[src/rtl/codec_config_sequencer.sv]
// rtl/codec_config_sequencer.sv - walks the codec init table, then forwards host register writes, over i2c_controller
// Define CODEC_STARTUP_DELAY_EN to insert a STARTUP_DELAY-cycle power-up wait before the first init pass.
module codec_config_sequencer #(
  parameter logic [6:0] CODEC_ADDR    = 7'h1A,
  parameter int         INIT_LEN      = 11,
  parameter int         TIMEOUT       = 4096,
  parameter int         STARTUP_DELAY = 1024
) (
  input  logic       i_clk,
  input  logic       i_reset,
  input  logic       i_start,
  input  logic       i_host_req,
  input  logic [6:0] i_host_reg,
  input  logic [8:0] i_host_data,
  output logic       o_host_ack,
  output logic       o_init_done,
  output logic       o_busy,
  output logic       o_error,
  output logic [3:0] o_entry_idx,
  output logic       o_i2c_enable,
  output logic       o_i2c_mode,
  output logic [6:0] o_i2c_periph_addr,
  output logic [7:0] o_i2c_transmit_byte,
  input  logic       i_i2c_ready
);
  localparam int         TW       = $clog2(TIMEOUT + 1);
  localparam logic [3:0] LAST_IDX = 4'(INIT_LEN - 1);

  typedef enum logic [3:0] {
    IDLE, LOAD, ISSUE, WAIT_ACCEPT, WAIT_DONE, NEXT, READY, ERROR
`ifdef CODEC_STARTUP_DELAY_EN
    , DELAY
`endif
  } state_t;

  // Table entry packed as {register[6:0], data[8:0]}
  function automatic logic [15:0] f_table(input logic [3:0] idx);
    case (idx)
      4'd0:    f_table = {7'h0F, 9'h000};
      4'd1:    f_table = {7'h06, 9'h000};
      4'd2:    f_table = {7'h00, 9'h017};
      4'd3:    f_table = {7'h01, 9'h017};
      4'd4:    f_table = {7'h02, 9'h079};
      4'd5:    f_table = {7'h03, 9'h079};
      4'd6:    f_table = {7'h04, 9'h012};
      4'd7:    f_table = {7'h05, 9'h000};
      4'd8:    f_table = {7'h07, 9'h042};
      4'd9:    f_table = {7'h08, 9'h000};
      4'd10:   f_table = {7'h09, 9'h001};
      default: f_table = 16'h0000;
    endcase
  endfunction

  function automatic logic [7:0] f_byte(input logic [6:0] reg_a, input logic [8:0] data, input logic ph);
    f_byte = ph ? data[7:0] : {reg_a, data[8]};
  endfunction

  state_t          r_state;
  logic            r_phase;
  logic            r_host_mode;
  logic [6:0]      r_host_reg;
  logic [8:0]      r_host_data;
  logic [TW-1:0]   r_timer;
  logic [3:0]      r_entry_idx;
  logic            r_init_done;
  logic            r_error;
  logic            r_host_ack;
  logic            r_enable;
  logic [7:0]      r_byte;

  logic [15:0] w_entry;
  logic [15:0] w_next_entry;
  logic [15:0] w_first;
  logic [6:0]  w_cur_reg;
  logic [8:0]  w_cur_data;
  logic        w_timeout;
  logic        w_restart;

  assign w_entry      = f_table(r_entry_idx);
  assign w_next_entry = f_table(r_entry_idx + 4'd1);
  assign w_first      = f_table(4'd0);
  assign w_cur_reg    = r_host_mode ? r_host_reg  : w_entry[15:9];
  assign w_cur_data   = r_host_mode ? r_host_data : w_entry[8:0];
  assign w_timeout    = (r_timer == TW'(TIMEOUT - 1));
  assign w_restart    = i_start && (r_state inside {IDLE, READY, ERROR});

`ifdef CODEC_STARTUP_DELAY_EN
  localparam int DW = $clog2(STARTUP_DELAY + 1);
  logic [DW-1:0] r_delay;
`else
  logic w_unused_delay;
  assign w_unused_delay = (STARTUP_DELAY != 0);
`endif

  always_ff @(posedge i_clk or negedge i_reset) begin
    if (!i_reset) begin
      r_state     <= IDLE;
      r_phase     <= 1'b0;
      r_host_mode <= 1'b0;
      r_host_reg  <= '0;
      r_host_data <= '0;
      r_timer     <= '0;
      r_entry_idx <= '0;
      r_init_done <= 1'b0;
      r_error     <= 1'b0;
      r_host_ack  <= 1'b0;
      r_enable    <= 1'b0;
      r_byte      <= '0;
`ifdef CODEC_STARTUP_DELAY_EN
      r_delay     <= '0;
`endif
    end else begin
      r_enable   <= 1'b0;
      r_host_ack <= 1'b0;
      if (w_restart) begin
        r_entry_idx <= '0;
        r_phase     <= 1'b0;
        r_host_mode <= 1'b0;
        r_init_done <= 1'b0;
        r_error     <= 1'b0;
        r_timer     <= '0;
        r_byte      <= f_byte(w_first[15:9], w_first[8:0], 1'b0);
`ifdef CODEC_STARTUP_DELAY_EN
        r_delay     <= '0;
        r_state     <= (r_state == IDLE) ? DELAY : LOAD;
`else
        r_state     <= LOAD;
`endif
      end else begin
        case (r_state)
          LOAD: begin
            if (i_i2c_ready) begin
              r_enable <= 1'b1;
              r_state  <= ISSUE;
            end else if (w_timeout) begin
              r_error <= 1'b1;
              r_state <= ERROR;
            end else begin
              r_timer <= r_timer + TW'(1);
            end
          end
          ISSUE: begin
            r_timer <= '0;
            r_state <= WAIT_ACCEPT;
          end
          WAIT_ACCEPT: begin
            if (!i_i2c_ready) begin
              r_timer <= '0;
              r_state <= WAIT_DONE;
            end else if (w_timeout) begin
              r_error <= 1'b1;
              r_state <= ERROR;
            end else begin
              r_timer <= r_timer + TW'(1);
            end
          end
          WAIT_DONE: begin
            if (i_i2c_ready) begin
              r_timer <= '0;
              if (!r_phase) begin
                r_phase <= 1'b1;
                r_byte  <= f_byte(w_cur_reg, w_cur_data, 1'b1);
                r_state <= LOAD;
              end else begin
                r_host_ack <= r_host_mode;
                r_state    <= NEXT;
              end
            end else if (w_timeout) begin
              r_error <= 1'b1;
              r_state <= ERROR;
            end else begin
              r_timer <= r_timer + TW'(1);
            end
          end
          NEXT: begin
            r_phase <= 1'b0;
            if (r_host_mode) begin
              r_state <= READY;
            end else if (r_entry_idx == LAST_IDX) begin
              r_init_done <= 1'b1;
              r_state     <= READY;
            end else begin
              r_entry_idx <= r_entry_idx + 4'd1;
              r_byte      <= f_byte(w_next_entry[15:9], w_next_entry[8:0], 1'b0);
              r_timer     <= '0;
              r_state     <= LOAD;
            end
          end
          READY: begin
            if (i_host_req) begin
              r_host_reg  <= i_host_reg;
              r_host_data <= i_host_data;
              r_host_mode <= 1'b1;
              r_phase     <= 1'b0;
              r_byte      <= f_byte(i_host_reg, i_host_data, 1'b0);
              r_timer     <= '0;
              r_state     <= LOAD;
            end
          end
`ifdef CODEC_STARTUP_DELAY_EN
          DELAY: begin
            if (r_delay == DW'(STARTUP_DELAY - 1)) begin
              r_timer <= '0;
              r_state <= LOAD;
            end else begin
              r_delay <= r_delay + DW'(1);
            end
          end
`endif
          IDLE, ERROR: r_state <= r_state;
          default: r_state <= IDLE;
        endcase
      end
    end
  end

  assign o_busy              = !(r_state inside {IDLE, READY, ERROR});
  assign o_host_ack          = r_host_ack;
  assign o_init_done         = r_init_done;
  assign o_error             = r_error;
  assign o_entry_idx         = r_entry_idx;
  assign o_i2c_enable        = r_enable;
  assign o_i2c_mode          = 1'b1;
  assign o_i2c_periph_addr   = CODEC_ADDR;
  assign o_i2c_transmit_byte = r_byte;
endmodule

[config.mk]
export PLATFORM = sky130hd
export DESIGN_NAME = codec_config_sequencer
export DESIGN_NICKNAME = d
export VERILOG_FILES = /design/src/rtl/codec_config_sequencer.sv
export SDC_FILE = /design/constraint.sdc
export NUM_CORES = 1
export LEC_CHECK = 0
export BUFFER_PORTS_ARGS = -buffer_cell sky130_fd_sc_hd__buf_2
export CAP_MARGIN = 10
export CORE_UTILIZATION = 30
export DETAILED_ROUTE_END_ITERATION = 12
export PLACE_DENSITY = 0.53
export SLEW_MARGIN = 30
export SYNTH_ARGS = -nofsm -noshare
export SYNTH_HDL_FRONTEND = slang
export SYNTH_SLANG_ARGS = --single-unit
[constraint.sdc]
create_clock -name i_clk -period 2.2 [get_ports i_clk]
set_input_delay 0.33 -clock i_clk [delete_from_list [all_inputs] [get_ports i_clk]]
set_output_delay 0.33 -clock i_clk [all_outputs]
set_load 0.005 [all_outputs]
Word-level counts from Yosys, hierarchy flattened
Memories as Yosys holds them, arrays and structs flattened.
Index checks and enable logic that the tools add are counted.

word-level totals
  memories kept = 2
  output and inout bits = 25
  bits of input ports = 21
  register bits after elaboration = 43
  memory bits (read-only) = 352

cells by class
  reduce and logical (&&, ||, !) cells = 22
  muxes and demuxes = 54
  eq/ne operators = 20
  bitwise logic cells = 1
  add/sub/neg operators = 2

memories
  name              words  width  rd ports  clocked after memory_dff  write ports  line  RTL
  (name not given)  16     11     1         0                         0            38    case (idx)
  (name not given)  16     11     1         0                         0            38

operators by type and width
  cell                   number
  $mux 13                8
  $pmux 13 s6            1
  $mux 8                 7
  $mux 4                 10
  $pmux 4 s7             1
  $pmux 8 s3             1
  $mux 1                 21
  $ne 3x3->1 const B     7
  $eq 4x3->1 const B     4
  $reduce_and 3->1       5
  $add 13x1->13 const B  1
  $eq 13x12->1 const B   1
  $mux 3                 3
  $eq 4x2->1 const B     2
  $reduce_bool 2->1      4
  $reduce_bool 7->1      1
  $reduce_and 6->1       1
  $reduce_bool 3->1      2
  $reduce_and 5->1       1
  $add 4x1->4 const B    1
  $eq 4x1->1 const B     1
  $eq 4x4->1 const B     1
  $logic_not 4->1        1
  $ne 2x2->1 const B     2
  10 further kinds       12

Logic depth before layout (Yosys ltp)
Gate-level depths: netlist (run 1).
An unclocked memory read counts as a cell.

  word-level depth = 6
  gate-level depth with buffers = 10
  gate-level depth less buffers = 7

Worst setup path after synthesis (run 1)
Ideal clock, no wire load.

  path type = register -> register
  start point = reg r_entry_idx[0], in the netlist o_entry_idx[0]
  end point = reg r_timer[3]
  slack = 0.180 ns
  buffers on the path = 3
  required time = 2.077 ns
  clock period less this slack = 2.020 ns
  setup time = 0.123 ns
  cell stages (with the launch flop) = 11
  arrival time = 1.897 ns
  cells stage by stage = dfrtp_1 -> clkbuf_1 -> inv_1 -> ha_1 -> nand3b_1 -> a311oi_1 -> a211oi_1 -> buf_2 -> buf_2 -> o21a_1 -> nor2_1

on the way
  longest elaborated chain between the ends = 3

RTL lines
  item                        line  RTL
  start: declaration          64    logic [3:0] r_entry_idx;
  start signal: assignment    183   r_entry_idx <= r_entry_idx + 4'd1;
  $eq 4x4->1                  179   end else if (r_entry_idx == LAST_IDX) begin
  $ne 3x3->1 (no line)        n/a
  $reduce_and 5->1 (no line)  n/a
  end signal: assignment      139   r_timer <= r_timer + TW'(1);
  end signal: assignment      154   r_timer <= r_timer + TW'(1);
  end signal: assignment      172   r_timer <= r_timer + TW'(1);
  end: declaration            63    logic [TW-1:0] r_timer;

No other way between the ends.
A chain may end at the register's enable or synchronous reset.

Worst setup path after layout (run 1)
  start point = reg r_state[0]
  end point = reg r_byte[1], in the netlist o_i2c_transmit_byte[1]

on the way
  longest elaborated chain between the ends = 5
  elaborated cells between the ends (all ways) = 16
  those cells by class = eq/ne: 9; mux: 2; reduce/logical: 5

RTL lines
  item                                                              line     RTL
  start: declaration                                                58       state_t r_state;
  start signal: assignment                                          210      IDLE, ERROR: r_state <= r_state;
  $eq 4x3->1, or another cell as far along                          85, 130
  $reduce_bool 3->1                                                 85       assign w_restart = i_start && (r_state inside {IDLE, READY, ERROR});
  $logic_and 1x1->1                                                 85
  $ne 3x3->1 (no line) / $reduce_bool 4->1 (equally long branches)  n/a
  $reduce_and 6->1 (no line)                                        n/a
  end signal: assignment                                            122      r_byte <= f_byte(w_first[15:9], w_first[8:0], 1'b0);
  end signal: assignment                                            162      r_byte <= f_byte(w_cur_reg, w_cur_data, 1'b1);
  end signal: assignment                                            184      r_byte <= f_byte(w_next_entry[15:9], w_next_entry[8:0], 1'b0);
  end: declaration                                                  69       logic [7:0] r_byte;

Parallel ways exist; a longest one is shown, timed or not.

==> results of run 1 <==
## report_power, final
group	internal (W)	switching, W	total, W
Clock	0.000223	0.000286	0.000509
Sequential	0.000868	0.0000750	0.000943
Combinational	0.000172	0.000190	0.000362
## layout make-up
type	instances	area [sq um]	share of cell area, %
clock buffer	6	72.6	2.21
clock inverter	2	12.5	0.381
inverter	15	56.3	1.72
multi-input combinational	228	1550	47.3
sequential	43	1080	32.8
tap	108	135	4.12
timing repair buffer	61	378	11.5
## synthesized netlist by cell type (all sizes together) (5+ instances only)
cell / n
dfrtp: 43
a21oi: 23
o21ai: 21
nor2: 20
buf: 19
nand2: 18
inv: 15
nor3: 12
nor2b: 11
mux2: 10
ha: 8
clkbuf: 7
nand2b: 6
nand4: 6
a211oi: 5
a22o: 5
## how the worst max path moves through the flow
stage	from	to	slack (ns)	cells past startpoint
global placement	o_entry_idx[0]	r_timer[1]	0.17	8
CTS	o_entry_idx[0]	r_timer[1]	0.11	8
floorplan	o_entry_idx[0]	r_timer[3]	0.18	10
finish	r_state[0]	o_i2c_transmit_byte[1]	0.15	7
detailed placement	o_entry_idx[0]	r_timer[1]	0.13	8
global route	r_state[0]	o_i2c_transmit_byte[1]	-0.04	7
## per-layer routing
layer	GRT usage [%]	vias to the layer above	share of wire (%)
met1	20.9	1141	48
met4	4.02	0	0.86
li1	-	1204	-
met5	0	-	0
met3	3.22	8	4.8
met2	24.4	67	46
## repair_timing
| action | CTS | global route |
|---|---|---|
| setup endpoints to repair | 0 | 9 |
| resized for setup | 0 | 5 |
| hold endpoints to repair | 0 | 0 |
## layout by cell type (no fill, tap or decap), types with 4 or more instances in the layout
master,synthesis,routed
dfrtp_1,43,43
buf_2,8,37
a21oi_1,23,23
buf_4,9,23
o21ai_0,21,21
nor2_1,20,20
nand2_1,18,18
inv_1,14,14
nor3_1,12,12
nor2b_1,11,10
mux2_2,10,10
conb_1,2,9
ha_1,8,8
nand2b_1,6,6
a22o_1,5,5
clkbuf_8,0,5
a21o_1,4,4
nand4_1,4,4
and2_1,4,4
nand3_1,4,4
a31oi_1,4,4
## logic make-up after synthesis
family | after synthesis | synth area share (%)
fa+ha+maj | 8 | 3.59
flops | 43 | 38.6
simple gates | 98 | 19.5
compound gates | 95 | 23.9
mux | 13 | 5.12
other cells | 2 | 0.270
buf+inv | 41 | 7.41
xor+xnor | 5 | 1.57
## flip-flops by register name, summed over array words and instances, names as in the netlist
name / flops
r_timer: 13
r_phase: 1
r_host_mode: 1
o_init_done: 1
o_error: 1
o_i2c_transmit_byte: 8
r_state: 4
r_host_data: 8
o_i2c_enable: 1
o_entry_idx: 4
o_host_ack: 1
## metrics by stage
stage	instances	TNS, ns	power [W]
6_report	463	0	0.00181
5_1_grt	463	-0.0440	0.00193
4_1_cts	463	0	0.00184
3_5_place_dp	455	0	0.00132
3_3_place_gp	455	0	0.00131
2_1_floorplan	312	0	0.00118
## worst max-delay path, cell delays in order (launching register included)
cell and delay, ns:
dfrtp_1 0.47, o21bai_1 0.21, a2111oi_1 0.45, buf_4 0.19, o221ai_2 0.19, buf_4 0.23, a31oi_1 0.15, a21o_1 0.10
==> metrics.md, run 1 <==
| Metric | Value |
|---|---|
| CP Capture Type | `register` |
| Syn_area_per_cell | `9.13 sq um` |
| Status | `finished with violations` |
| Antenna violations before repair | `0` |
| Final wirelength | `7060 microns` |
| Vias in the first global route | `2357` |
| Core area | `0.00885 sq mm` |
| Worst r2r path cells | `7` |
| Post-Syn Area | `0.00279 sq mm` |
| Final hold vios | `0` |
| Htree depth | `2` |
| Global-route wire length before repair | `11800 microns` |
| Flops & latches, synth | `43` |
| CTS buffer count | `5` |
| Reg-to-reg critical path endpoint | `o_i2c_transmit_byte[1]` |
| Slew Limit Fails | `0` |
| Post-DR vias/cell | `5.23` |
| Max-Slew Margin vs Limit | `64.2%` |
| Worst Hold Class | `input port to async pin` |
| Placer Congestion | `0.862` |
| Failing checks | `design-rule violations` |
| DRC viols | `5` |
| FMAX | `489 MHz` |
| Final WS setup | `0.153 ns` |
| Post-synthesis sequential area ratio | `38.6%` |
| Maximum clock path buffer count | `2` |
| Slew at the pin closest to its max-slew limit | `0.536 ns` |
| Largest net degree at the start of global routing | `23` |
| CTS Hold Bufs | `0` |
| Synth area leaders | `dfrtp_1 39%, a21oi_1 4.1%, mux2_2 4.0%, o21ai_0 3.8%, ha_1 3.6%` |
| Final core occ | `37.1%` |
| DRT Pass-1 Iters | `10` |
| Yosys cell types | `63` |
| CTS clk-pin slew, worst paths | `0.08 ns` |
| Crit Path Class | `register to register` |
| EDFF count, synth | `0` |
| Hold Worst Slack | `0.00651 ns` |
| Worst Clk Skew | `0.00702 ns` |
| Die height | `98.4 microns` |
| Via count | `2420` |
| Synth async-reset ratio | `100%` |
| Crit path DAT | `2.28 ns` |
| Number of port buffers | `37` |
| Nets@finish | `383` |
| VDD IR-drop max | `0.000204 V` |
| Predominant post-synthesis flop cell | `dfrtp_1` |
| Worst slack at placement | `0.127 ns` |
| Antenna Cells | `0` |
| HPWL after DPL | `5190 microns` |
| Post-CTS Setup Repair Bufs | `0` |
| Starting density of the core | `31.5%` |
| Required time of the critical path | `2.44 ns` |
| CTS root buf | `clkbuf_8` |
| CP Max Fanout | `9` |
| CP startpoint kind | `register` |
| Die Area | `0.00967 sq mm` |
| Fin area | `0.00328 sq mm` |
| Tot GR Track Use | `15.2%` |
| Flop-to-flop setup slack | `0.15 ns` |
| Share of the synthesized area in the top cell type | `38.6%` |
| CTS tree | `yes` |
| Drt wl/cell | `15.2 microns` |
| Dpl cell area | `0.00318 sq mm` |
| Ys Warns | `0` |
| Synth Instances | `305` |
| Layout fillers | `925` |
| Share of cells above drive strength 1 | `26.8%` |
| Tmin final | `2.05 ns` |
| Area grow syn2layout | `17.8%` |
| Initial drt markers | `88` |
| Final period utilization | `93.0%` |
| ANT nets after route | `0` |
| Cell taking the most area after synthesis | `dfrtp_1` |
| GRT overflow | `0` |
| Critical R2R Launch | `r_state[0]` |
| # clock sinks | `43` |
| Setup violators final | `0` |
| Max-Cap Viols | `0` |
| Clk_lat worst skew | `0.30 ns` |
| Cell Pwr Density | `553 mW/mm^2` |
| Row cnt | `34` |
| Die width | `98.4 microns` |
| IO Pins | `46` |
| Leakage | `1.53 nW` |
Power figures use the tool's default switching activity.
==> inputs of run 2 (changes only) <==
--- a/config.mk
+++ b/config.mk
@@ -7,9 +7,10 @@
 export LEC_CHECK = 0
 export BUFFER_PORTS_ARGS = -buffer_cell sky130_fd_sc_hd__buf_2
 export CAP_MARGIN = 10
-export CORE_UTILIZATION = 30
+export CORE_MARGIN = 5
+export CORE_UTILIZATION = 43
 export DETAILED_ROUTE_END_ITERATION = 12
-export PLACE_DENSITY = 0.53
+export PLACE_DENSITY = 0.69
 export SLEW_MARGIN = 30
 export SYNTH_ARGS = -nofsm -noshare
 export SYNTH_HDL_FRONTEND = slang
==> metrics.md, run 2 (synthesis results as in run 1) <==
| Metric | Value |
|---|---|
| Final period utilization | `93.6%` |
| Flop-to-flop setup slack | `0.14 ns` |
| Required time of the critical path | `2.43 ns` |
| CTS clk-pin slew, worst paths | `0.09 ns` |
| Worst r2r path cells | `6` |
| Global-route wire length before repair | `11500 microns` |
| Nets@finish | `378` |
| Die height | `90.5 microns` |
| Worst Hold Class | `input port to async pin` |
| CTS root buf | `clkbuf_8` |
| Die width | `90.5 microns` |
| GRT overflow | `0` |
| Drt wl/cell | `15.9 microns` |
| ANT nets after route | `0` |
| Htree depth | `2` |
| Critical path's slowest cell | `dfrtp_1` |
| IO Pins | `46` |
| CTS buffer count | `5` |
| Final hold vios | `0` |
| Largest net degree at the start of global routing | `23` |
| CTS tree | `yes` |
| DRT Pass-1 Iters | `4` |
| RSZ-0062 raised after global routing | `false` |
| Slew Limit Fails | `0` |
| Area grow syn2layout | `16.0%` |
| Tot GR Track Use | `16.5%` |
| Commonest non-fill, non-tap cell in the layout | `dfrtp_1` |
| Dpl cell area | `0.00310 sq mm` |
| CTS Hold Bufs | `0` |
| Final core occ | `51.2%` |
| Status | `finished, final reports clean` |
| Clk_lat worst skew | `0.29 ns` |
| Setup violators final | `0` |
| Row cnt | `29` |
| Worst Clk Skew | `0.00976 ns` |
| Slew at the pin closest to its max-slew limit | `0.555 ns` |
| Cell Pwr Density | `602 mW/mm^2` |
| Most frequent cells in the layout | `43 x dfrtp_1, 37 x buf_2, 23 x a21oi_1` |
| Final wirelength | `6810 microns` |
| CP Capture Type | `register` |
| VDD IR-drop max | `0.000397 V` |
| Antenna violations before repair | `0` |
| CP Max Fanout | `13` |
| Antenna Cells | `0` |
| Vias in the first global route | `2386` |
| Initial drt markers | `89` |
| HPWL after DPL | `5060 microns` |
| Placer Congestion | `0.903` |
| Crit path DAT | `2.29 ns` |
| Crit Path Class | `register to register` |
| Critical R2R Launch | `r_state[0]` |
| Die Area | `0.00819 sq mm` |
| # clock sinks | `43` |
| FMAX | `486 MHz` |
| Tmin final | `2.06 ns` |
| Leakage | `1.52 nW` |
| Maximum clock path buffer count | `2` |
| Core area | `0.00631 sq mm` |
| Share of cells above drive strength 1 | `25.7%` |
| Max reg flops | `13` |
| Sum Neg Setup Slack | `0 ns` |
| Max-Cap Viols | `0` |
| Crit path cell chain | `o21bai_1, a2111oi_1, o221ai_2, buf_4, a31oi_1, a21o_1` |
| Fin area | `0.00323 sq mm` |
| Post-DR vias/cell | `5.66` |
| Starting density of the core | `44.1%` |
| Max-Slew Margin vs Limit | `63.0%` |
| Reg-to-reg critical path endpoint | `o_i2c_transmit_byte[1]` |
| Largest stage delay, worst path | `0.52 ns` |
| Number of port buffers | `37` |
| Most flops, register | `r_timer` |
| DRC viols | `0` |
| CP startpoint kind | `register` |
| Via count | `2417` |
[run 2: changes by cell type in the layout (fill, tap and decap cells not counted)]
cell        before  now
bufinv_16        0    1
a2111oi_2        1    0
nor4bb_2         0    1
clkbuf_1         1    0
nor4bb_1         1    0
xnor2_1          3    4
clkbuf_8         5    6
clkinvlp_4       1    0
a2111oi_0        1    2
xnor2_2          1    0
buf_4           23   18
[run 2: how the worst max path moves through the flow]
stage	start	end	slack (ns)
2_1_floorplan	o_entry_idx[0]	r_timer[3]	0.18
3_3_place_gp	o_entry_idx[1]	o_i2c_transmit_byte[4]	0.22
3_5_place_dp	r_state[0]	o_i2c_transmit_byte[1]	0.14
4_1_cts	r_state[0]	o_i2c_transmit_byte[1]	0.08
5_1_grt	o_entry_idx[1]	o_i2c_transmit_byte[4]	0.003
6_report	r_state[0]	o_i2c_transmit_byte[1]	0.14
[run 2: routing by layer]
metal / vias to the layer above / wire length [microns] / track usage [%]
met5: - / 0 / 0
met1: 1156 / 3140 / 21.7
met4: 0 / 87 / 4.96
met3: 12 / 360 / 4.00
met2: 64 / 3220 / 26.8
li1: 1185 / - / -
[run 2: final cells by class]
type                    instances  area, sq um
clock buffers                   6         82.6
clock inverters                 2         35.0
fillers                       611         3080
inverters                      15         56.3
multi-input cells             228         1540
flip-flops and latches         43         1080
well taps                      77         96.3
repair buffers                 56          340
[run 2: report_power, final]
part | internal (W) | switching (W)
Sequential | 0.000868 | 0.0000753
Combinational | 0.000166 | 0.000191
Clock | 0.000368 | 0.000276
[run 2: per-stage QoR]
step / setup slack [ns] / total power (W) / std cells / hold slack, ns
finish: 0.141 / 0.00194 / 427 / 0.0191
global route: 0.00338 / 0.00204 / 427 / 0.0549
CTS: 0.0820 / 0.00196 / 427 / 0.0303
detailed placement: 0.136 / 0.00132 / 419 / 0.349
global placement: 0.220 / 0.00130 / 419 / 0.343
floorplan: 0.180 / 0.00118 / 312 / 0.0344
[run 2: timing repair]
item	CTS	global route
setup buffers	0	0
resized for setup	0	3
endpoints found under the setup margin	0	6
[run 2: worst max-delay path, delay by kind of cell (launching register included)]
family	cells	cell delay [ns]
AO/OA/AOI/OAI	5	1.25
buffers and inverters	1	0.22
flip-flops	1	0.52
==> inputs of run 3 (changes only) <==
--- a/config.mk
+++ b/config.mk
@@ -5,7 +5,7 @@
 export SDC_FILE = /design/constraint.sdc
 export NUM_CORES = 1
 export LEC_CHECK = 0
-export BUFFER_PORTS_ARGS = -buffer_cell sky130_fd_sc_hd__buf_2
+export BUFFER_PORTS_ARGS = -buffer_cell sky130_fd_sc_hd__clkbuf_2
 export CAP_MARGIN = 10
 export CORE_MARGIN = 5
 export CORE_UTILIZATION = 43
==> metrics.md, run 3 (synthesis results as in run 1) <==
| Metric | Value |
|---|---|
| Status | `finished, final reports clean` |
| Slew Limit Fails | `0` |
| Nets@finish | `381` |
| Max-Cap Viols | `0` |
| Required time of the critical path | `2.44 ns` |
| Max-Slew Margin vs Limit | `60.7%` |
| CTS root buf | `clkbuf_8` |
| Clk_lat worst skew | `0.30 ns` |
| Final hold vios | `0` |
| Largest net degree at the start of global routing | `24` |
| CTS clk-pin slew, worst paths | `0.09 ns` |
| Commonest non-fill, non-tap cell in the layout | `dfrtp_1` |
| Worst Hold Class | `input port to async pin` |
| Tot GR Track Use | `16.2%` |
| Antenna Cells | `0` |
| Die Area | `0.00819 sq mm` |
| Initial drt markers | `122` |
| Setup violators final | `0` |
| CP Max Fanout | `9` |
| Sum Neg Setup Slack | `0 ns` |
| Row cnt | `29` |
| CP Capture Type | `register` |
| Die height | `90.5 microns` |
| Most flops, register | `r_timer` |
| Htree depth | `2` |
| Tmin final | `2.03 ns` |
| Slew at the pin closest to its max-slew limit | `0.590 ns` |
| Maximum clock path buffer count | `2` |
| Placer Congestion | `0.897` |
| CP startpoint kind | `register` |
| GRT overflow | `0` |
| FMAX | `493 MHz` |
| Antenna violations before repair | `0` |
| DRT Pass-1 Iters | `4` |
| Via count | `2426` |
| Crit Path Class | `register to register` |
| Flop-to-flop setup slack | `0.17 ns` |
| Share of cells above drive strength 1 | `26.1%` |
| Max reg flops | `13` |
| ANT nets after route | `0` |
| Starting density of the core | `44.1%` |
| # clock sinks | `43` |
| Number of port buffers | `37` |
| IO Pins | `46` |
| Die width | `90.5 microns` |
| HPWL after DPL | `5040 microns` |
| Vias in the first global route | `2348` |
| Final wirelength | `6630 microns` |
| Crit path DAT | `2.27 ns` |
| Fin area | `0.00324 sq mm` |
| Layout fillers | `601` |
| Most frequent cells in the layout | `43 x dfrtp_1, 37 x clkbuf_2, 23 x a21oi_1` |
| Core area | `0.00631 sq mm` |
| Total power | `0.00187 W` |
| Area grow syn2layout | `16.3%` |
| Global-route wire length before repair | `11300 microns` |
| Post-CTS Setup Repair Bufs | `0` |
| Cell Pwr Density | `576 mW/mm^2` |
| Leakage | `1.51 nW` |
| RSZ-0062 raised after global routing | `false` |
| Worst Clk Skew | `0.0132 ns` |
| Dpl cell area | `0.00313 sq mm` |
| VDD IR-drop max | `0.000298 V` |
| Drt wl/cell | `15.4 microns` |
| Final period utilization | `92.2%` |
| DRC viols | `0` |
| CTS buffer count | `5` |
| Post-DR vias/cell | `5.64` |
| CTS tree | `yes` |
## run 3: cell count changes in the layout (fill, tap and decap cells not counted), sizes merged
| cell | before | now |
|---|---|---|
| clkinv | 1 | 0 |
| buf | 56 | 22 |
| clkbuf | 6 | 45 |
| bufinv | 1 | 0 |
## run 3: final timing paths
check	start	cells after the start	to
max in group asynchronous	i_reset	2	r_host_data[7]
worst min-delay path	i_reset	1	o_i2c_transmit_byte[7]
worst max-delay path	o_entry_idx[1]	6	r_timer[1]
worst min register to register	o_i2c_transmit_byte[5]	2	o_i2c_transmit_byte[5]
min in group i_clk	i_host_data[2]	2	r_host_data[2]
worst max register to register	o_entry_idx[1]	6	r_timer[1]
## run 3: routing by layer
layer,global-route usage [%],vias to the layer above,wire (microns)
li1,-,1193,-
met1,22.7,1166,3090
met2,25.6,60,3110
met3,3.67,7,341
met4,3.47,0,79
met5,0,-,0
## run 3: cell type report
class / instances / area [sq um] / area share, %
Sequential cell: 43 / 1080 / 33.2
Inverter: 15 / 56.3 / 1.74
Clock buffer: 8 / 100 / 3.09
Multi-Input combinational cell: 228 / 1550 / 47.8
Tap cell: 77 / 96.3 / 2.98
Timing Repair Buffer: 59 / 363 / 11.2
## run 3: metrics by stage
step	hold WS (ns)	setup slack (ns)	utilization, %	cells
final	0.0221	0.171	51.3	430
after global routing	0.0632	0.0120	51.3	430
after CTS	0.0382	0.155	51.1	430
after detailed placement	0.363	0.159	49.5	422
after global placement	0.358	0.222	49.5	422
after floorplan	0.0344	0.180	-	312
## run 3: critical path, cell delays in order, from the launching register on
cell	delay (ns)
dfrtp_1	0.48
ha_1	0.25
nand3b_1	0.15
a311oi_1	0.12
a211oi_2	0.32
nor2b_1	0.44
a32o_1	0.22
## run 3: power breakdown
part	internal [W]	switching [W]
logic	0.000171	0.000188
registers	0.000868	0.0000753
clock network	0.000287	0.000276
## run 3: timing repair
item                       CTS  global route
setup endpoints to repair    0             2
hold buffers                 0             0
gates resized for setup      0             3
